**config.mk**
```make
export PLATFORM = sky130hd
export DESIGN_NAME = arm_code_writer
export DESIGN_NICKNAME = d
export VERILOG_FILES = /design/src/rtl/arm_code_writer.sv
export SDC_FILE = /design/constraint.sdc
export NUM_CORES = 1
export LEC_CHECK = 0
export ABC_CLOCK_PERIOD_IN_PS = 3300
export CELL_PAD_IN_SITES_DETAIL_PLACEMENT = 1
export CELL_PAD_IN_SITES_GLOBAL_PLACEMENT = 1
export CORE_MARGIN = 2
export CORE_UTILIZATION = 41
export CTS_CLUSTER_DIAMETER = 60
export DETAILED_ROUTE_END_ITERATION = 10
export GPL_TIMING_DRIVEN = 0
export PLACE_DENSITY = 0.89
export SLEW_MARGIN = 0
export SYNTH_ARGS = -nofsm -noshare
export SYNTH_HDL_FRONTEND = slang
export SYNTH_SLANG_ARGS = --single-unit
```
**constraint.sdc**
```tcl
create_clock -name clk -period 3.3 [get_ports clk]
set_clock_uncertainty 0.15 [all_clocks]
set_input_delay 0.825 -clock clk [delete_from_list [all_inputs] [get_ports clk]]
set_output_delay 0.825 -clock clk [all_outputs]
set_load 0.02 [all_outputs]
```
**src/rtl/arm_code_writer.sv**
```systemverilog
// ARM emit-stream writer: buffers translated words in a small FIFO and drains
// them into code memory at consecutive word addresses, with bounds checking.
module arm_code_writer #(
    parameter int DEPTH  = 4,
    parameter int ADDR_W = 16
) (
    input  logic              clk,
    input  logic              reset,
    input  logic              start,
    input  logic [ADDR_W-1:0] base_addr,
    input  logic [ADDR_W-1:0] limit_addr,
    input  logic [31:0]       arm_inst,
    input  logic              valid_write,
    output logic              full,
    output logic              busy,
    output logic [ADDR_W-1:0] mem_addr,
    output logic [31:0]       mem_wdata,
    output logic              mem_we,
    input  logic              mem_ack,
    output logic [ADDR_W-1:0] next_addr,
    output logic [ADDR_W-1:0] word_count,
    output logic              overflow,
    output logic              bounds_err
);

    localparam int PTR_W = $clog2(DEPTH);

    typedef enum logic {
        ST_IDLE,
        ST_WRITE
    } state_t;

    state_t            r_state;
    state_t            w_nextState;

    logic [31:0]       r_fifo [DEPTH];
    logic [PTR_W-1:0]  r_wrPtr;
    logic [PTR_W-1:0]  r_rdPtr;
    logic [PTR_W:0]    r_count;

    logic [ADDR_W-1:0] r_memAddr;
    logic [31:0]       r_memWdata;
    logic [ADDR_W-1:0] r_nextAddr;
    logic [ADDR_W-1:0] r_wordCount;
    logic              r_overflow;
    logic              r_boundsErr;

    logic              w_full;
    logic              w_busy;
    logic              w_push;
    logic              w_pop;
    logic              w_startTake;
    logic              w_discard;
    logic              w_load;
    logic              w_advance;
    logic [ADDR_W-1:0] w_addrInc;
    logic [ADDR_W-1:0] w_loadAddr;
    logic [31:0]       w_loadData;
    logic [ADDR_W-1:0] w_baseAligned;

    assign w_full        = (r_count == (PTR_W+1)'(DEPTH));
    assign w_busy        = (r_count != '0) || (r_state == ST_WRITE);
    assign w_push        = valid_write && !w_full;
    assign w_startTake   = start && !w_busy;
    assign w_addrInc     = r_nextAddr + ADDR_W'(4);
    assign w_baseAligned = base_addr & ~ADDR_W'(3);

    always_ff @(posedge clk or posedge reset) begin
        if (reset) begin
            r_state <= ST_IDLE;
        end else begin
            r_state <= w_nextState;
        end
    end

    // Out-of-bounds words are popped and dropped from IDLE, one per cycle.
    always_comb begin
        w_nextState = r_state;
        w_pop       = 1'b0;
        w_discard   = 1'b0;
        w_load      = 1'b0;
        w_advance   = 1'b0;
        w_loadAddr  = r_nextAddr;
        w_loadData  = r_fifo[r_rdPtr];
        case (r_state)
            ST_IDLE: begin
                if (r_count != '0) begin
                    if (r_nextAddr >= limit_addr) begin
                        w_pop     = 1'b1;
                        w_discard = 1'b1;
                    end else begin
                        w_load      = 1'b1;
                        w_nextState = ST_WRITE;
                    end
                end
            end
            ST_WRITE: begin
                if (mem_ack) begin
                    w_pop     = 1'b1;
                    w_advance = 1'b1;
                    if ((r_count > (PTR_W+1)'(1)) && (w_addrInc < limit_addr)) begin
                        w_load      = 1'b1;
                        w_loadAddr  = w_addrInc;
                        w_loadData  = r_fifo[r_rdPtr + PTR_W'(1)];
                    end else begin
                        w_nextState = ST_IDLE;
                    end
                end
            end
            default: w_nextState = ST_IDLE;
        endcase
    end

    always_ff @(posedge clk) begin
        if (w_push) begin
            r_fifo[r_wrPtr] <= arm_inst;
        end
    end

    always_ff @(posedge clk or posedge reset) begin
        if (reset) begin
            r_wrPtr <= '0;
            r_rdPtr <= '0;
            r_count <= '0;
        end else begin
            if (w_push) begin
                r_wrPtr <= r_wrPtr + PTR_W'(1);
            end
            if (w_pop) begin
                r_rdPtr <= r_rdPtr + PTR_W'(1);
            end
            case ({w_push, w_pop})
                2'b10:   r_count <= r_count + (PTR_W+1)'(1);
                2'b01:   r_count <= r_count - (PTR_W+1)'(1);
                default: r_count <= r_count;
            endcase
        end
    end

    // A new block can only open while nothing is buffered or in flight.
    always_ff @(posedge clk or posedge reset) begin
        if (reset) begin
            r_memAddr   <= '0;
            r_memWdata  <= '0;
            r_nextAddr  <= '0;
            r_wordCount <= '0;
            r_overflow  <= 1'b0;
            r_boundsErr <= 1'b0;
        end else begin
            if (w_load) begin
                r_memAddr  <= w_loadAddr;
                r_memWdata <= w_loadData;
            end
            if (w_startTake) begin
                r_nextAddr  <= w_baseAligned;
                r_wordCount <= '0;
            end else if (w_advance) begin
                r_nextAddr  <= w_addrInc;
                r_wordCount <= r_wordCount + ADDR_W'(1);
            end
            if (w_startTake) begin
                r_overflow <= 1'b0;
            end else if (valid_write && w_full) begin
                r_overflow <= 1'b1;
            end
            if (w_startTake) begin
                r_boundsErr <= 1'b0;
            end else if (w_discard) begin
                r_boundsErr <= 1'b1;
            end
        end
    end

    assign full       = w_full;
    assign busy       = w_busy;
    assign mem_we     = (r_state == ST_WRITE);
    assign mem_addr   = r_memAddr;
    assign mem_wdata  = r_memWdata;
    assign next_addr  = r_nextAddr;
    assign word_count = r_wordCount;
    assign overflow   = r_overflow;
    assign bounds_err = r_boundsErr;

endmodule

```
==> reports/results.txt <==
status = finished, violations left
failing checks = setup timing
top_reg_cell synth = edfxtp_1
CTS tree = built
headroom to the max-slew limit = 33.74%
met3 usage = 3.792%
R2R depth = 15
Clock power frac = 22.6%
hold wc startpoint = mem_addr[7]$_DFFE_PP0P_
dpl cell area = 0.01259 mm^2
CP bufs+invs = 4
IO Pins = 154
number of max-cap violations = 0
Pleak = 5.582 nW
Worst R2R Setup Slack = -30 ps
final period utilization = 100.8%
Detail Placement HPWL = 20980 um
hold depth = 1
Synth area leader = edfxtp_1
setup TNS = -53.03 ps
Setup crit end kind = flop
Clock Pin Slew Worst Setup and Hold Paths = 70 ps
Hold Crit Class = reg -> reg
RSZ-0062 raised after global routing = yes
Post-Syn Area per Cell = 14.16 um^2
layout cells sized above 1 = 23.98%
crit path max fanout = 10
Max IR drop VDD = 0.5763 mV
row cnt = 58
final instance area = 0.01405 mm^2
slowest CP cell = dfrtp_2
GRT busiest layer = met2
initial antenna violation count = 0
Port-buffer cells = 147
CTS Buf Count = 26
minimum clock period = 3326 ps
Post-Syn Area = 0.01062 mm^2
NetSw = 5.130 mW
Fin Hold WS = 343.2 ps
Final GP Congestion = 0.8018
via count = 7653
Diodes inserted = 0
first-pass iteration count of the detailed router = 7
Synthesis Warnings = 0
met2 Usage GRT = 41.57%
Stages on worst setup path = 15
Slew @ Worst Pin = 993.8 ps
CTS Hold Bufs = 0
CP Launch Point = next_addr[4]$_DFFE_PP0N_
crit-path max cell delay = 380 ps
Worst R2R End = mem_addr[2]$_DFFE_PP0P_
Initial Util = 41.94%
largest net degree at the start of global routing = 39
total grt overflow = 0
R2R Path Start = next_addr[4]$_DFFE_PP0N_
Post-synth EDFFs = 128
Cells after Synth = 750
area delta synth->final = 32.25%
Clock Latency Late Sink = 550 ps
Setup CP Type = reg -> reg
die height = 165.0 um
Net Sw Frac = 37.71%
Yosys cell types = 59
Final setup violation count = 5
Cell Pwr Density = 968.6 mW/mm^2
global-route wire length before repair = 47310 um
CP top delay family = compound AO/OA/AOI/OAI gates
Fillers = 2445
power share of the combinational group = 46.2%
core area = 0.02533 mm^2
clk buf depth = 3
clock sink total = 214
drt via density = 5.824
hold worst-path end = mem_addr[7]$_DFFE_PP0P_
sequential fraction of the synthesis area = 56.45%
Die ar. = 0.02721 mm^2
top-count cell post-synth = edfxtp_1
Final WS setup = -26.18 ps
worst-path cell chain = buf_6 > and3_4 > and3_4 > nand2_1 > xor2_2 > inv_1 > ha_1 > a21oi_2 > o21ai_2 > a211oi_4 > buf_6 > nand2_2 > clkbuf_4 > o211ai_1 > o211ai_1
CTS H-Tree Depth = 1
Root Driver = clkbuf_16
pins over their slew limit = 0
initial drt markers = 539
Max Fclk = 0.3006 GHz
post-route ant nets = 0
top cells by count, synth = edfxtp_1, dfrtp_1, mux4_2
Startpoint Class = flop
Fin. Hold Viols = 0
vias in the first global route = 8252
grt met1 use = 28.02%
Total Routing Usage GR = 23.08%
total wire length = 32220 um
largest cells by area after synthesis = edfxtp_1, dfrtp_1, mux4_2
wire per inst = 24.52 um
Int Pwr = 8.476 mW
Yosys top cell area share = 36.19%
share of the core filled with cells = 55.46%
DRC viols = 0
Flop pwr share = 31.3%
Total Nets Final = 1073
Pwr Total = 13.61 mW
DIE WIDTH = 165.0 um
asr flop ratio synth = 40.19%
Synth Register Bits = 214
WP data required = 3550 ps
Arr. time, crit path = 3570 ps
[layer usage]
layer,part of all wire (%),wire length [um]
met5,0,0
met3,5.8,1866
met2,52,16880
met4,3.3,1054
met1,39,12420
[worst max-delay path by stage]
stage | end | slack, ps
after floorplan | mem_wdata[1]$_DFFE_PP0P_ | 50
after global placement | r_count[2]$_DFFE_PP0P_ | -820
after detailed placement | r_count[2]$_DFFE_PP0P_ | -890
after CTS | mem_addr[10]$_DFFE_PP0P_ | 9
after global routing | mem_addr[10]$_DFFE_PP0P_ | -120
final | mem_addr[2]$_DFFE_PP0P_ | -30
[state kept, by name, summed over array words and instances, names as in the netlist]
name	flops
bounds_err	1
mem_we	1
r_rdPtr	2
r_wrPtr	2
next_addr	14
word_count	16
mem_addr	14
mem_wdata	32
overflow	1
r_count	3
r_fifo	128
[kinds of logic after synthesis]
kind of cell	share of synthesized area, %
buffers and inverters	3.322
AOI/OAI and AO/OA	6.962
xor gates and xnor gates	2.721
muxes	17.96
DFF	56.45
other	0.03531
and+or+nand+nor	7.834
adders and majority gates	4.712
[layout by cell type, fill, tap and decap left out, drive strengths merged, types with 31 or more instances in the layout]
cell type	count
clkdlybuf4s50	145
edfxtp	128
dfrtp	86
buf	67
mux4	64
o21ai	58
nand3	45
clkbuf	44
mux2i	41
ha	40
nand2	38
inv	34
nor2	31
[layout make-up]
type,count,area [um^2],area share [%]
Buffer,43,271.5,1.933
Tap cell,330,412.9,2.939
Multi-Input combinational cell,461,4484,31.92
Clock inverter,17,229.0,1.630
Timing Repair Buffer,184,1803,12.84
Inverter,34,131.4,0.9352
Clock buffer,31,709.4,5.050
Sequential cell,214,6006,42.75
[metrics by stage]
step	setup slack (ps)	instances
2_1_floorplan	49.15	753
3_3_place_gp	-820.0	1230
3_5_place_dp	-887.7	1232
4_1_cts	8.778	1289
5_1_grt	-121.8	1314
6_report	-26.18	1314
[power groups by stage]
stage	clock [mW]	combinational, mW	sequential [mW]
6_report	3.07	6.28	4.25
5_1_grt	3.20	6.76	4.33
4_1_cts	3.10	5.93	4.27
3_5_place_dp	0	5.73	4.27
3_3_place_gp	0	5.45	4.21
2_1_floorplan	0	3.32	4.51
[timing repair]
item | in CTS | in global routing
setup buffers | 10 | 25
setup endpoints to repair | 49 | 49
endpoints found under the hold margin | 0 | 0
cloned | 1 | 0
resized for setup | 30 | 50
pin swaps | 5 | 14
No activity file was read; power rests on OpenSTA's default activity.
